===== src/rtl/scrambler_pkg.sv =====
// ----------------------------------------------------------------------------
// scrambler_pkg
// Shared definitions for the primary scrambler LFSR control path: seed width,
// LFSR register-word addresses, register data width, sequencer state encoding
// and a helper that slices the zero-extended seed into 32-bit register words.
// ----------------------------------------------------------------------------
package scrambler_pkg;

    localparam int POLY_WIDTH = 86;
    localparam int REG_W      = 32;
    // Seed is staged zero-extended to three full register words.
    localparam int SEED_EXT_W = 3 * REG_W;

    localparam logic [11:0] LFSR_ADDR0 = 12'h0d4;
    localparam logic [11:0] LFSR_ADDR1 = 12'h0d5;
    localparam logic [11:0] LFSR_ADDR2 = 12'h0d6;

    typedef enum logic [2:0] {
        ST_IDLE = 3'd0,
        ST_LD0  = 3'd1,
        ST_LD1  = 3'd2,
        ST_LD2  = 3'd3,
        ST_RUN  = 3'd4,
        ST_DONE = 3'd5
    } state_e;

    // Select register word idx (0 = least significant) of the extended seed.
    function automatic logic [REG_W-1:0] seed_word(input logic [SEED_EXT_W-1:0] seed_ext,
                                                   input logic [1:0]            idx);
        logic [REG_W-1:0] w;
        case (idx)
            2'd0:    w = seed_ext[REG_W-1:0];
            2'd1:    w = seed_ext[2*REG_W-1:REG_W];
            2'd2:    w = seed_ext[3*REG_W-1:2*REG_W];
            default: w = {REG_W{1'b0}};
        endcase
        return w;
    endfunction

endpackage


===== src/rtl/scrambler_seed_ctrl.sv =====
// ----------------------------------------------------------------------------
// scrambler_seed_ctrl
// Control sequencer for the 86-bit primary scrambler LFSR. Accepts a
// seed + frame-length request, writes the seed into the LFSR as three 32-bit
// register writes (BASE_ADDR, +1, +2), then advances the LFSR once per
// consumed upstream data word until the frame length is used up, and pulses
// frame_done. abort returns to IDLE from any busy state without further
// writes or frame_done.
//
// Ports
//   clk, rst_n          clock (rising edge), asynchronous active-low reset
//   seed_valid/ready    request handshake; seed, frame_words captured on accept
//   abort               synchronous cancel
//   dat_valid/ready     upstream data word handshake (ready only in RUN)
//   lfsr_write/addr/    LFSR register-write port
//   lfsr_wdata
//   lfsr_enable         LFSR advance strobe (Mealy on dat_valid/abort)
//   busy                sequencer not idle
//   frame_done          one-cycle completion pulse
// ----------------------------------------------------------------------------
module scrambler_seed_ctrl #(
    parameter int          POLY_WIDTH = scrambler_pkg::POLY_WIDTH,
    parameter logic [11:0] BASE_ADDR  = scrambler_pkg::LFSR_ADDR0,
    parameter int          CNT_W      = 16
) (
    input  logic                  clk,
    input  logic                  rst_n,
    input  logic                  seed_valid,
    output logic                  seed_ready,
    input  logic [POLY_WIDTH-1:0] seed,
    input  logic [CNT_W-1:0]      frame_words,
    input  logic                  abort,
    input  logic                  dat_valid,
    output logic                  dat_ready,
    output logic                  lfsr_write,
    output logic [11:0]           lfsr_addr,
    output logic [31:0]           lfsr_wdata,
    output logic                  lfsr_enable,
    output logic                  busy,
    output logic                  frame_done
);

    import scrambler_pkg::*;

    state_e                  state_q, state_d;
    logic [POLY_WIDTH-1:0]   seed_q, seed_d;
    logic [CNT_W-1:0]        cnt_q, cnt_d;
    logic [SEED_EXT_W-1:0]   seed_ext_s;

    logic                    seed_ready_s;
    logic                    dat_ready_s;
    logic                    enable_s;
    logic                    write_s;
    logic [11:0]             addr_s;
    logic [REG_W-1:0]        wdata_s;
    logic                    done_s;

    // Zero-extend the captured seed so the top word carries seed[POLY_WIDTH-1:64].
    always_comb begin
        seed_ext_s                 = {SEED_EXT_W{1'b0}};
        seed_ext_s[POLY_WIDTH-1:0] = seed_q;
    end

    // State, seed and frame counter registers.
    always_ff @(posedge clk or negedge rst_n) begin
        if (!rst_n) begin
            state_q <= ST_IDLE;
            seed_q  <= {POLY_WIDTH{1'b0}};
            cnt_q   <= {CNT_W{1'b0}};
        end else begin
            state_q <= state_d;
            seed_q  <= seed_d;
            cnt_q   <= cnt_d;
        end
    end

    // Next-state and output decode; LD/DONE outputs depend on state only,
    // the RUN advance strobe follows dat_valid/abort in the same cycle.
    always_comb begin
        state_d      = state_q;
        seed_d       = seed_q;
        cnt_d        = cnt_q;
        seed_ready_s = 1'b0;
        dat_ready_s  = 1'b0;
        enable_s     = 1'b0;
        write_s      = 1'b0;
        addr_s       = 12'h000;
        wdata_s      = {REG_W{1'b0}};
        done_s       = 1'b0;

        case (state_q)
            ST_IDLE: begin
                seed_ready_s = ~abort;
                if (seed_valid && !abort) begin
                    seed_d  = seed;
                    cnt_d   = frame_words;
                    state_d = ST_LD0;
                end else begin
                    state_d = ST_IDLE;
                end
            end

            ST_LD0: begin
                write_s = 1'b1;
                addr_s  = BASE_ADDR;
                wdata_s = seed_word(seed_ext_s, 2'd0);
                if (abort) begin
                    state_d = ST_IDLE;
                end else begin
                    state_d = ST_LD1;
                end
            end

            ST_LD1: begin
                write_s = 1'b1;
                addr_s  = BASE_ADDR + 12'd1;
                wdata_s = seed_word(seed_ext_s, 2'd1);
                if (abort) begin
                    state_d = ST_IDLE;
                end else begin
                    state_d = ST_LD2;
                end
            end

            ST_LD2: begin
                write_s = 1'b1;
                addr_s  = BASE_ADDR + 12'd2;
                wdata_s = seed_word(seed_ext_s, 2'd2);
                if (abort) begin
                    state_d = ST_IDLE;
                end else if (cnt_q == {CNT_W{1'b0}}) begin
                    // Load-only request skips RUN entirely.
                    state_d = ST_DONE;
                end else begin
                    state_d = ST_RUN;
                end
            end

            ST_RUN: begin
                dat_ready_s = 1'b1;
                enable_s    = dat_valid & ~abort;
                if (abort) begin
                    state_d = ST_IDLE;
                end else if (dat_valid) begin
                    // RUN is only entered with a non-zero count, so no wrap.
                    cnt_d = cnt_q - CNT_W'(1);
                    if (cnt_q == CNT_W'(1)) begin
                        state_d = ST_DONE;
                    end else begin
                        state_d = ST_RUN;
                    end
                end else begin
                    state_d = ST_RUN;
                end
            end

            ST_DONE: begin
                done_s  = 1'b1;
                state_d = ST_IDLE;
            end

            default: begin
                state_d = ST_IDLE;
            end
        endcase
    end

    assign seed_ready  = seed_ready_s;
    assign dat_ready   = dat_ready_s;
    assign lfsr_enable = enable_s;
    assign lfsr_write  = write_s;
    assign lfsr_addr   = addr_s;
    assign lfsr_wdata  = wdata_s;
    assign frame_done  = done_s;
    assign busy        = (state_q != ST_IDLE);

endmodule


===== config.mk =====
export PLATFORM = sky130hd
export DESIGN_NAME = scrambler_seed_ctrl
export DESIGN_NICKNAME = d
export VERILOG_FILES = /design/src/rtl/scrambler_pkg.sv /design/src/rtl/scrambler_seed_ctrl.sv
export SDC_FILE = /design/constraint.sdc
export NUM_CORES = 1
export LEC_CHECK = 0
export CORE_MARGIN = 2
export CORE_UTILIZATION = 50
export DETAILED_ROUTE_END_ITERATION = 8
export PLACE_DENSITY = 0.84
export RECOVER_POWER = 50
export SYNTH_ARGS = -nofsm -noshare
export SYNTH_HDL_FRONTEND = slang
export SYNTH_SLANG_ARGS = --single-unit

===== constraint.sdc =====
create_clock -name clk -period 5.1 [get_ports clk]
set_input_delay 0.765 -clock clk [delete_from_list [all_inputs] [get_ports clk]]
set_output_delay 0.765 -clock clk [all_outputs]
set_load 0.01 [all_outputs]

## After elaboration in Yosys (flattened, before gate mapping)

Index checks and enable logic that the tools add are counted.

| cells by class | value |
|---|---|
| multiplexer cells | 20 |
| reduce and logical (&&, ||, !) cells | 9 |
| add/subtract/negate cells | 1 |
| eq/ne operators | 9 |
| bitwise gates (word level) | 2 |

Operator list:

| operator | number |
|---|---|
| $pmux W32 S3 | 1 |
| $mux W16 | 3 |
| $pmux W16 S2 | 1 |
| $pmux W8 S3 | 1 |
| $eq A16 B1 Y1 const B | 1 |
| $logic_not A16 Y1 | 1 |
| $sub A16 B1 Y16 const B | 1 |
| $pmux W3 S5 | 1 |
| $mux W3 | 3 |
| $mux W1 | 8 |
| $eq A3 B2 Y1 const B | 2 |
| $eq A3 B3 Y1 const B | 2 |
| $ne A2 B2 Y1 const B | 3 |
| $mux W2 | 2 |
| $reduce_and A4 Y1 | 1 |
| $eq A3 B1 Y1 const B | 1 |
| $logic_not A3 Y1 | 1 |
| $reduce_bool A3 Y1 | 1 |
| $reduce_or A3 Y1 | 1 |
| $reduce_and A2 Y1 | 1 |
| $reduce_bool A2 Y1 | 1 |
| $and A1 B1 Y1 | 1 |
| $logic_and A1 B1 Y1 | 1 |
| $logic_not A1 Y1 | 1 |
| $not A1 Y1 | 1 |

| storage, ports and cells | value |
|---|---|
| output and inout bits | 50 |
| logic and storage cells | 44 |
| flip-flop bits (word level) | 105 |
| bits of input ports | 107 |

## Logic depth before layout (Yosys ltp)

Gate-level depths: netlist of the first run.

| depth | value |
|---|---|
| word-level depth | 5 |
| mapped depth | 7 |
| depth with buffers taken out | 6 |

## Worst setup path after synthesis of the first run

No wires, ideal clock.

| timing path | value |
|---|---|
| path type | flip-flop to output port |
| from | register state_q[0] |
| to | output port lfsr_wdata[10] |
| slack | 2.737 ns |
| data required time | 4.335 ns |
| cell stages (with the launch flop) | 6 |
| data arrival time | 1.598 ns |
| path buffers | 2 |
| cells stage by stage | dfrtp_1 > buf_1 > clkbuf_1 > mux2_2 > a22oi_1 > nor2_1 |

| between the ends | value |
|---|---|
| longest elaborated chain between the ends | 2 |
| elaborated cells between the ends (all ways) | 4 |
| those cells by class | eq/ne (3); mux (1) |

Ends and longest elaborated chain:

| what | line | RTL |
|---|---|---|
| start, declared | scrambler_seed_ctrl.sv:45 | `state_e state_q, state_d;` |
| start signal, assigned | scrambler_seed_ctrl.sv:71 | `state_q <= state_d;` |
| $eq A3 B2 Y1 / $eq A3 B1 Y1 (equally long branches) | scrambler_seed_ctrl.sv:91 | `case (state_q)` |
| $pmux W32 S3 * | scrambler_seed_ctrl.sv:91 |  |
| end, declared | scrambler_seed_ctrl.sv:37 | `output logic [31:0] lfsr_wdata,` |

Every way passes the cells marked *; elsewhere a longest branch is shown, timed or not.

## Worst setup path after layout of the first run

| timing path | value |
|---|---|
| from | register state_q[1] |
| to | output port lfsr_enable |

| between the ends | value |
|---|---|
| longest elaborated chain between the ends | 2 |

Ends and longest elaborated chain:

| what | line | RTL |
|---|---|---|
| $eq A3 B3 Y1 | scrambler_seed_ctrl.sv:91 |  |
| $mux W1 | scrambler_seed_ctrl.sv:91 |  |
| end, declared | scrambler_seed_ctrl.sv:38 | `output logic lfsr_enable,` |

No other way between the ends.

==> results.rst, run 1 <==
.. list-table::
   :header-rows: 1

   * - Metric
     - Value
   * - Cell count of the worst hold path
     - 1
   * - Clock Sink Count
     - 105
   * - Count of input and output buffers
     - 150
   * - Die Area
     - 11200 µm²
   * - TritonCTS clock tree
     - done
   * - Max Freq
     - 0.237 GHz
   * - Clock tree root driver cell
     - clkbuf_8
   * - Number of rows in the core area
     - 37
   * - Worst Path Required
     - 4.34 ns
   * - Final setup violation count
     - 0
   * - Layout Nets
     - 682
   * - Die Ht
     - 106 µm
   * - Primary flip-flop cell chosen by synthesis mapping
     - dfrtp_1
   * - Wire length reported by the detailed router
     - 13.1 mm
   * - Worst setup startpoint
     - state_q[1]$_DFF_PN0_
   * - Yosys warning count
     - 0
   * - Non-filler instance count after layout
     - 712
   * - Clock-pin slew on the worst setup and hold paths
     - 0.10 ns
   * - Dpl ws
     - 1.35 ns
   * - All-Layer GR Usage
     - 24.2%
   * - Worst Reg2Reg Path Length in Cells
     - 4
   * - Maximum VDD drop
     - 0.000231 V
   * - Number of design-rule violations left by the first detailed-router iteration
     - 210
   * - IO Pins
     - 157
   * - Total congestion overflow
     - 0
   * - Post-CTS sizing
     - 0
   * - Placed Cells
     - 697
   * - Clk buf depth
     - 2
   * - Mean number of vias per cell
     - 5.68
   * - Failing checks
     - capacitance limit, slew limit
   * - Period Utilization, post-route
     - 82.8%
   * - Count of hold-fix buffers inserted at cts
     - 0
   * - Count of flip-flops with a built-in enable after synthesis
     - 0
   * - Fraction of synthesized cell area taken by the top area cell type
     - 50.7%
   * - Clock buffer count from CTS
     - 9
   * - # Post-CTS Setup Buffers
     - 0
   * - Gate count of the mapped netlist
     - 445
   * - Initial antenna violation count
     - 0
   * - Number of nets with antenna violations after routing
     - 0
   * - Maximum Capacitance Violations
     - 2
   * - Worst slew pin tran
     - 2.86 ns
   * - Max Clock Skew
     - 0.0192 ns
   * - Register-to-register path setup slack
     - 1.13 ns
   * - Endpoint kind of the worst setup timing path
     - output port
   * - Chip width
     - 106 µm
   * - Yosys top cell by area
     - dfrtp_1
   * - RSZ-0062 raised after global routing
     - false
   * - Ant diodes
     - 0
   * - Kind of critical path
     - reg -> out
   * - Critical path fanouts, max
     - 33
   * - Detailed-route wire length per cell
     - 18.4 µm
   * - Path category of the worst min-delay check
     - reg -> reg
   * - Area inside the core boundary
     - 10200 µm²
   * - Vias in the first global route
     - 4230
   * - Pwr/cell area
     - 347 nW/µm²
   * - Global-route wire length before repair
     - 21.2 mm
   * - Setup TNS after final layout
     - 0 ns
   * - Worst Path Arrival
     - 3.46 ns
   * - Element type at the critical path start
     - register
   * - Count of different cell masters after synthesis
     - 45
   * - Growth of design area from synthesis to finish
     - 32.5%
   * - Mean instance size in the synthesized netlist
     - 11.6 µm²
   * - Async set-or-reset flop fraction in the synthesized netlist
     - 100%
   * - Hold violation total from the final report
     - 0
   * - Non-Filler Cell Area, Final
     - 6870 µm²
   * - Largest cells by area after synthesis
     - dfrtp_1 51%, mux2_2 23%, a22oi_1 5.2%
   * - Tightest slew margin relative to the limit
     - -90.6%
   * - Final routed DRC violation total
     - 0
   * - Max layer used
     - met4
   * - Result of the run
     - complete, but fails checks
   * - Routed vias
     - 4046
   * - Critical R2R Launch
     - state_q[0]$_DFF_PN0_
   * - HPWL after DPL
     - 9.22 mm
   * - Final period demand of the worst path
     - 4.22 ns
   * - Worst skew pair latency
     - 0.37 ns
   * - Number of slew-limit violations in the final report
     - 146
   * - Met3 routed WL
     - 883 µm
   * - Share of post-route cells with drive strength above 1
     - 23.1%
   * - Met1 routed wirelength after detailed routing
     - 5.24 mm
   * - Sequential fraction of the synthesis area
     - 50.7%
   * - Reg-to-Reg End
     - seed_q[58]$_DFFE_PN0P_
   * - Post-synthesis instance area
     - 5180 µm²
   * - Largest net degree at the start of global routing
     - 90
   * - Iteration count of the initial detailed-routing pass
     - 5
   * - Initial cell density of the core
     - 50.9%
   * - Least setup slack across all paths after layout
     - 0.878 ns
   * - Total of flip-flops plus latches after synthesis
     - 105
   * - Capturing instance or port of the critical path
     - lfsr_enable
   * - Utilization after layout
     - 67.4%
   * - Wire length on met2
     - 6.78 mm
   * - Static leakage
     - 0.00273 µW
   * - Instance area after placement
     - 6680 µm²
   * - Gp weighted congestion
     - 0.898
   * - H-tree lvl count
     - 3
[cells in the mapped netlist (2+ instances only)]
cell type and n:
a22oi_1 36, mux2_2 108, buf_6 2, nand3_1 10, o22ai_1 2, or4_1 6
clkbuf_1 17, nor2b_1 2, nor2_1 50, a2bb2oi_1 2, o21ai_0 12, dfrtp_1 105
nor3_1 6, and2_1 3, ha_1 3, o22a_1 3, buf_2 13, or3_1 2
a21oi_1 14, nand2_1 4, nor4_1 6, inv_1 2, nor3b_1 2, o2bb2ai_1 3
buf_4 10, buf_1 2, nand4_1 2
[cell families after synthesis]
group / synth area share (%)
adder cells (fa/ha/maj): 0.724
AO/OA/AOI/OAI: 10.7
multiplexers: 23.7
flip-flops: 50.7
AND/OR/NAND/NOR: 9.41
buffers and inverters: 4.73
other: 0.0723
[layout by cell type (no fill, tap or decap), types with 2 or more instances in the layout]
| master | Yosys | final |
|---|---|---|
| a21oi_1 | 14 | 14 |
| a22oi_1 | 36 | 36 |
| a2bb2oi_1 | 2 | 2 |
| and2_1 | 3 | 2 |
| buf_4 | 10 | 3 |
| clkbuf_1 | 17 | 2 |
| clkbuf_8 | 0 | 9 |
| clkdlybuf4s50_1 | 0 | 146 |
| conb_1 | 1 | 6 |
| dfrtp_1 | 105 | 105 |
| dlygate4sd3_1 | 0 | 3 |
| ha_1 | 3 | 3 |
| inv_1 | 2 | 3 |
| inv_6 | 0 | 2 |
| mux2_2 | 108 | 108 |
| nand2_1 | 4 | 4 |
| nand3_1 | 10 | 10 |
| nand4_1 | 2 | 2 |
| nor2_1 | 50 | 50 |
| nor3_1 | 6 | 6 |
| nor3b_1 | 2 | 2 |
| nor4_1 | 6 | 6 |
| o21ai_0 | 12 | 12 |
| o22a_1 | 3 | 3 |
| o22ai_1 | 2 | 2 |
| o2bb2ai_1 | 3 | 3 |
| or3_1 | 2 | 2 |
| or4_1 | 6 | 6 |
[registers in the layout, summed over array words and instances, names as in the netlist]
register	cells
state_q	3
seed_q	86
cnt_q	16
[worst max-delay path, cell delays in order, from the launching register on]
cell and delay, ns:
dfrtp_1 0.82, or3b_1 0.77, inv_1 0.64, nand2_1 0.18
nor2_1 0.13, clkdlybuf4s50_1 0.54
[stage by stage]
step / total power (µW) / hold slack [ns]
floorplan: 1570 / 0.469
global placement: 1830 / 0.485
detailed placement: 1870 / 0.491
CTS: 2400 / 0.437
global route: 2510 / 0.525
finish: 2380 / 0.511
[final cells by class]
class / count / area [µm²]
fillers: 777 / 3320
multi-input cells: 298 / 2330
inverters: 3 / 11.3
clock inverters: 6 / 75.1
clock buffers: 9 / 124
flip-flops and latches: 105 / 2630
repair buffers: 155 / 1530
well taps: 136 / 170
[worst min-delay path by stage]
stage                           start                endpoint  slack, ns
3_3_place_gp   seed_q[65]$_DFFE_PN0P_  seed_q[65]$_DFFE_PN0P_       0.48
2_1_floorplan                   rst_n    cnt_q[0]$_DFFE_PN0P_       0.47
3_5_place_dp   seed_q[79]$_DFFE_PN0P_  seed_q[79]$_DFFE_PN0P_       0.49
6_report       seed_q[52]$_DFFE_PN0P_  seed_q[52]$_DFFE_PN0P_       0.51
5_1_grt        seed_q[79]$_DFFE_PN0P_  seed_q[79]$_DFFE_PN0P_       0.52
4_1_cts                         rst_n   cnt_q[11]$_DFFE_PN0P_       0.44
[per-layer routing]
layer / global-route usage (%) / up-vias
met5: 0 / -
met4: 7.42 / 0
met3: 5.88 / 14
met2: 41.8 / 163
met1: 30.0 / 2013
li1: - / 1856
[report_power, final]
group / internal (µW) / switching (µW)
sequential: 1040 / 150
combinational: 407 / 258
clock: 232 / 297
Power figures use the tool's default switching activity.
==> run 2, diff against run 1 <==
--- a/config.mk
+++ b/config.mk
@@ -6,9 +6,9 @@
 export NUM_CORES = 1
 export LEC_CHECK = 0
 export CORE_MARGIN = 2
-export CORE_UTILIZATION = 50
+export CORE_UTILIZATION = 47
 export DETAILED_ROUTE_END_ITERATION = 8
-export PLACE_DENSITY = 0.84
+export PLACE_DENSITY = 0.8
 export RECOVER_POWER = 50
 export SYNTH_ARGS = -nofsm -noshare
 export SYNTH_HDL_FRONTEND = slang
==> constraint.sdc (replaced) <==
create_clock -name clk -period 4.1 [get_ports clk]
set_input_delay 0.615 -clock clk [delete_from_list [all_inputs] [get_ports clk]]
set_output_delay 0.615 -clock clk [all_outputs]
set_load 0.01 [all_outputs]
==> results.rst, run 2 (synthesis results as in run 1) <==
.. list-table::
   :header-rows: 1

   * - Metric
     - Value
   * - Total congestion overflow
     - 0 (unchanged)
   * - Static leakage
     - 0.00274 µW (+0.43%)
   * - IO Pins
     - 157 (unchanged)
   * - Routed vias
     - 4003 (-1.1%)
   * - Critical path fanouts, max
     - 27 (-18%)
   * - Clock buffer count from CTS
     - 9 (unchanged)
   * - Number of design-rule violations left by the first detailed-router iteration
     - 221 (+5.2%)
   * - Worst Reg2Reg Path Length in Cells
     - 5 (+1)
   * - Clk buf depth
     - 2 (unchanged)
   * - Max reg flops
     - 86 (unchanged)
   * - Layout Nets
     - 684 (+0.29%)
   * - Number of rows in the core area
     - 38 (+2.7%)
   * - Die Area
     - 11900 µm² (+6.1%)
   * - Iteration count of the initial detailed-routing pass
     - 4 (-1)
   * - Final worst hold slack
     - 0.0486 ns (-0.462 ns)
   * - Wire length reported by the detailed router
     - 12.8 mm (-2.0%)
   * - Count of hold-fix buffers inserted at cts
     - 0 (unchanged)
   * - Initial antenna violation count
     - 0 (unchanged)
   * - Most frequent cells in the layout
     - 149 x clkdlybuf4s50_1, 108 x mux2_2, 105 x dfrtp_1
   * - Final routed DRC violation total
     - 0 (unchanged)
   * - Path category of the worst min-delay check
     - in -> async
   * - TritonCTS clock tree
     - done
   * - # Post-CTS Setup Buffers
     - 0 (unchanged)
   * - Most common cell after layout, fill and taps aside
     - clkdlybuf4s50_1
   * - Element type at the critical path start
     - register
   * - All-Layer GR Usage
     - 22.3% (-1.9 points)
   * - Register with the most flip-flops
     - seed_q
   * - Post-CTS sizing
     - 0 (unchanged)
   * - Worst Path Required
     - 3.48 ns (-0.86 ns)
   * - Global-route wire length before repair
     - 20.5 mm (-3.1%)
   * - Area inside the core boundary
     - 10800 µm² (+6.0%)
   * - Clock-pin slew on the worst setup and hold paths
     - 0.10 ns (about the same)
   * - Hold violation total from the final report
     - 0 (unchanged)
   * - Max Freq
     - 0.280 GHz
   * - Die Ht
     - 109 µm (+3.0%)
   * - Final period demand of the worst path
     - 3.57 ns
   * - Initial cell density of the core
     - 48.0% (-2.9 points)
   * - Vias in the first global route
     - 4171 (-1.4%)
   * - Result of the run
     - complete, but fails checks
   * - Maximum Capacitance Violations
     - 2 (unchanged)
   * - Failing checks
     - capacitance limit, slew limit
   * - HPWL after DPL
     - 9.16 mm (-0.65%)
   * - Tightest slew margin relative to the limit
     - -104% (-14 points)
   * - RSZ-0062 raised after global routing
     - false
   * - Clock tree root driver cell
     - clkbuf_8
   * - Number of slew-limit violations in the final report
     - 105 (-28%)
   * - Growth of design area from synthesis to finish
     - 33.4%
   * - Largest registers
     - seed_q: 86 flops, cnt_q: 16 flops, state_q: 3 flops
   * - H-tree lvl count
     - 3 (unchanged)
   * - Max Clock Skew
     - 0.00996 ns (-0.00924 ns)
   * - Clock Sink Count
     - 105 (unchanged)
   * - Ant diodes
     - 0 (unchanged)
   * - Worst Path Arrival
     - 2.95 ns (-0.51 ns)
   * - Worst slew pin tran
     - 3.06 ns (+0.206 ns)
   * - Kind of critical path
     - reg -> out
   * - Count of input and output buffers
     - 150 (unchanged)
   * - Final setup violation count
     - 0 (unchanged)
   * - Worst skew pair latency
     - 0.36 ns (about the same)
   * - Pwr/cell area
     - 427 nW/µm² (+23%)
   * - Number of nets with antenna violations after routing
     - 0 (unchanged)
   * - Mean number of vias per cell
     - 5.57 (-2.0%)
   * - Maximum VDD drop
     - 0.000256 V (+11%)
   * - Detailed-route wire length per cell
     - 17.8 µm (-3.0%)
   * - Gp weighted congestion
     - 0.897 (about the same)
   * - Largest net degree at the start of global routing
     - 60 (-33%)
   * - Chip width
     - 109 µm (+3.0%)
   * - Share of post-route cells with drive strength above 1
     - 23.3% (+0.23 points)
   * - Period Utilization, post-route
     - 87.0%
   * - Setup TNS after final layout
     - 0 ns (unchanged)
   * - Endpoint kind of the worst setup timing path
     - output port
-- run 2: metrics by stage --
stage / instances / worst slack [ns] / area (µm²) / utilization, % / power [µW]
after floorplan: 450 / 1.89 / 5200 / - / 1950
after global placement: 703 / 0.966 / 6720 / 62.2 / 2280
after detailed placement: 703 / 0.908 / 6720 / 62.2 / 2310
after CTS: 719 / 0.501 / 6930 / 64.2 / 2980
after global routing: 719 / 0.169 / 6910 / 64.1 / 3120
final: 719 / 0.535 / 6910 / 64.1 / 2950
-- run 2: final timing paths --
kind / startpoint / end / slack (ns)
max in group asynchronous: rst_n / state_q[2]$_DFF_PN0_ / 0.91
min: rst_n / cnt_q[4]$_DFFE_PN0P_ / 0.05
min reg2reg: seed_q[82]$_DFFE_PN0P_ / seed_q[82]$_DFFE_PN0P_ / 0.51
max reg2reg: state_q[1]$_DFF_PN0_ / seed_q[66]$_DFFE_PN0P_ / 0.83
min in group clk: seed_q[82]$_DFFE_PN0P_ / seed_q[82]$_DFFE_PN0P_ / 0.51
max: state_q[1]$_DFF_PN0_ / lfsr_enable / 0.53
-- run 2: layer usage --
layer	track usage, %	wire, µm	up-vias
met5	0	0	-
met4	3.57	70	0
met3	6.16	1010	5
met2	38.0	6530	153
met1	29.0	5220	1981
li1	-	-	1864
-- run 2: critical path: stages (launching register included) --
cell and delay [ns]:
dfrtp_1 0.68, or3b_1 0.72, inv_2 0.42, nand2_1 0.13, nor2_1 0.10, clkdlybuf4s50_1 0.54
-- run 2: cell type report --
class | instances | area [µm²]
multi-input combinational | 298 | 2340
timing repair buffer | 157 | 1550
clock inverter | 6 | 73.8
tap | 140 | 175
fill | 888 | 3880
inverter | 3 | 11.3
clock buffer | 10 | 138
sequential | 105 | 2630
-- run 2: power breakdown --
part           internal [µW]  switching (µW)
Clock                    307             354
Sequential              1290             177
Combinational            506             317
Total                   2100             847
==> run 3, diff against run 2 <==
--- a/config.mk
+++ b/config.mk
@@ -5,9 +5,10 @@
 export SDC_FILE = /design/constraint.sdc
 export NUM_CORES = 1
 export LEC_CHECK = 0
-export CORE_MARGIN = 2
 export CORE_UTILIZATION = 47
+export CTS_CLUSTER_SIZE = 40
 export DETAILED_ROUTE_END_ITERATION = 8
+export HOLD_SLACK_MARGIN = 0.08
 export PLACE_DENSITY = 0.8
 export RECOVER_POWER = 50
 export SYNTH_ARGS = -nofsm -noshare
==> results.rst, run 3 (synthesis results as in run 1) <==
.. list-table::
   :header-rows: 1

   * - Metric
     - Value
   * - Critical R2R Launch
     - state_q[2]$_DFF_PN0_
   * - Max Freq
     - 0.275 GHz (-2.0%)
   * - Register with the most flip-flops
     - seed_q
   * - Pwr/cell area
     - 423 nW/µm² (-0.82%)
   * - Path category of the worst min-delay check
     - reg -> reg
   * - Critical path fanouts, max
     - 41 (+52%)
   * - Final setup violation count
     - 0 (unchanged)
   * - Maximum VDD drop
     - 0.000183 V (-29%)
   * - Ant diodes
     - 0 (unchanged)
   * - Wire length reported by the detailed router
     - 12.8 mm (-0.44%)
   * - Share of power burned in combinational logic
     - 28.6% (+0.7 points)
   * - Detailed-route wire length per cell
     - 17.9 µm (+0.11%)
   * - Number of design-rule violations left by the first detailed-router iteration
     - 314 (+42%)
   * - Layout Nets
     - 685 (+0.15%)
   * - Maximum Capacitance Violations
     - 2 (unchanged)
   * - Worst Path Required
     - 3.48 ns (about the same)
   * - Die Area
     - 11500 µm² (-3.6%)
   * - Endpoint kind of the worst setup timing path
     - output port
   * - Largest net degree at the start of global routing
     - 52 (-13%)
   * - Initial antenna violation count
     - 0 (unchanged)
   * - Count of hold-fix buffers inserted at cts
     - 0 (unchanged)
   * - Worst setup startpoint
     - state_q[2]$_DFF_PN0_
   * - Initial cell density of the core
     - 49.3% (+1.3 points)
   * - Worst slew pin tran
     - 2.51 ns (-0.551 ns)
   * - Clk buf depth
     - 2 (unchanged)
   * - Total congestion overflow
     - 0 (unchanged)
   * - Growth of design area from synthesis to finish
     - 32.6%
   * - IO Pins
     - 157 (unchanged)
   * - Number of slew-limit violations in the final report
     - 90 (-14%)
   * - Failing checks
     - capacitance limit, slew limit
   * - Max reg flops
     - 86 (unchanged)
   * - RSZ-0062 raised after global routing
     - false
   * - HPWL after DPL
     - 8.87 mm (-3.1%)
   * - Hold violation total from the final report
     - 0 (unchanged)
   * - Kind of critical path
     - reg -> out
   * - Setup TNS after final layout
     - 0 ns (unchanged)
   * - Final routed DRC violation total
     - 0 (unchanged)
   * - Filler cell count
     - 829 (-6.6%)
   * - Switching pwr
     - 835 µW (-1.4%)
   * - Non-Filler Cell Area, Final
     - 6870 µm² (-0.56%)
   * - TritonCTS clock tree
     - done
   * - Static leakage
     - 0.00273 µW (-0.46%)
   * - Mean number of vias per cell
     - 5.67 (+1.8%)
   * - Clock buffer count from CTS
     - 9 (unchanged)
   * - Element type at the critical path start
     - register
   * - Iteration count of the initial detailed-routing pass
     - 8 (+4)
   * - Routed vias
     - 4054 (+1.3%)
   * - Power Internal
     - 2080 µW (-1.4%)
   * - Largest registers
     - seed_q: 86 flops, cnt_q: 16 flops, state_q: 3 flops
   * - Post-CTS sizing
     - 0 (unchanged)
   * - Hold wc startpoint
     - seed_q[39]$_DFFE_PN0P_
   * - Sequential power share
     - 50.3% (+0.5 points)
   * - H-tree lvl count
     - 3 (unchanged)
   * - Most common cell after layout, fill and taps aside
     - clkdlybuf4s50_1
   * - Worst skew pair latency
     - 0.37 ns (about the same)
   * - Number of rows in the core area
     - 37 (-2.6%)
   * - Result of the run
     - complete, but fails checks
   * - Most frequent cells in the layout
     - 149 x clkdlybuf4s50_1, 108 x mux2_2, 105 x dfrtp_1
   * - # Post-CTS Setup Buffers
     - 0 (unchanged)
   * - Proportion of total power due to net switching
     - 28.7% (about the same)
   * - Number of nets with antenna violations after routing
     - 0 (unchanged)
   * - Worst Path Arrival
     - 3.02 ns (+0.07 ns)
   * - Clock power frac
     - 21.0% (-1.4 points)
   * - Instance area after placement
     - 6720 µm² (about the same)
   * - Count of input and output buffers
     - 150 (unchanged)
   * - All-Layer GR Usage
     - 22.8% (+0.48 points)
   * - Share of post-route cells with drive strength above 1
     - 22.8% (-0.52 points)
   * - Gp weighted congestion
     - 0.943 (+5.0%)
   * - Final period demand of the worst path
     - 3.64 ns (+0.0725 ns)
   * - Clock Sink Count
     - 105 (unchanged)
   * - Chip width
     - 107 µm (-1.8%)
   * - Global-route wire length before repair
     - 20.2 mm (-1.7%)
   * - Tightest slew margin relative to the limit
     - -67.6% (+37 points)
   * - Max Clock Skew
     - 0.00453 ns (-0.00543 ns)
   * - Period Utilization, post-route
     - 88.7% (+1.8 points)
   * - Vias in the first global route
     - 3999 (-4.1%)
   * - Clock tree root driver cell
     - clkbuf_8
   * - Die Ht
     - 107 µm (-1.8%)
   * - Clock-pin slew on the worst setup and hold paths
     - 0.09 ns (about the same)
   * - Area inside the core boundary
     - 10500 µm² (-2.6%)
==> run 3: cell count changes in the layout (fill, tap and decap cells not counted), sizes merged <==
cell / change
inv: -2
clkbuf: +2
==> run 3: area by class of cell <==
cell class                      instances  area, µm²  area share, %
Clock buffer                           11        131           1.91
Timing Repair Buffer                  158       1550           22.6
Inverter                                3       11.3          0.164
Clock inverter                          4       45.0          0.655
Sequential cell                       105       2630           38.2
Tap cell                              136        170           2.48
Multi-Input combinational cell        298       2330           34.0
==> run 3: power by group through the flow <==
stage	logic, µW	registers, µW	clock network [µW]
after detailed placement	838	1480	0
after global routing	903	1500	677
after global placement	812	1460	0
final	833	1470	613
after CTS	843	1460	627
after floorplan	530	1420	0
==> run 3: path summary, 6_finish.rpt <==
path | slack (ns) | cells after the start | to
max in group asynchronous | 1.02 | 2 | seed_q[53]$_DFFE_PN0P_
worst max register to register | 0.55 | 5 | seed_q[78]$_DFFE_PN0P_
worst max-delay path | 0.46 | 3 | lfsr_addr[7]
worst min register to register | 0.51 | 1 | seed_q[39]$_DFFE_PN0P_
min in group asynchronous | 1.01 | 1 | cnt_q[5]$_DFFE_PN0P_
worst min-delay path | 0.51 | 1 | seed_q[39]$_DFFE_PN0P_
==> run 3: per-stage QoR <==
| stage | setup slack (ns) | hold slack, ns | power [µW] | utilization [%] | instances |
|---|---|---|---|---|---|
| global placement | 1.00 | 0.484 | 2270 | 63.9 | 700 |
| finish | 0.462 | 0.510 | 2910 | 65.4 | 715 |
| CTS | 0.499 | 0.254 | 2930 | 65.6 | 715 |
| floorplan | 1.89 | 0.319 | 1950 | - | 450 |
| global route | 0.216 | 0.529 | 3080 | 65.4 | 715 |
| detailed placement | 0.926 | 0.492 | 2320 | 63.9 | 700 |
==> run 3: metal layers <==
layer	wire, µm	GRT usage [%]
met1	5500	31.1
met2	5960	35.1
met3	1090	6.14
met4	217	7.63
met5	0	0
==> run 3: worst max-delay path, stage by stage (launching register included) <==
cell and delay, ns:
dfrtp_1 0.34, clkbuf_1 1.44, nor2_1 0.28, clkdlybuf4s50_1 0.59
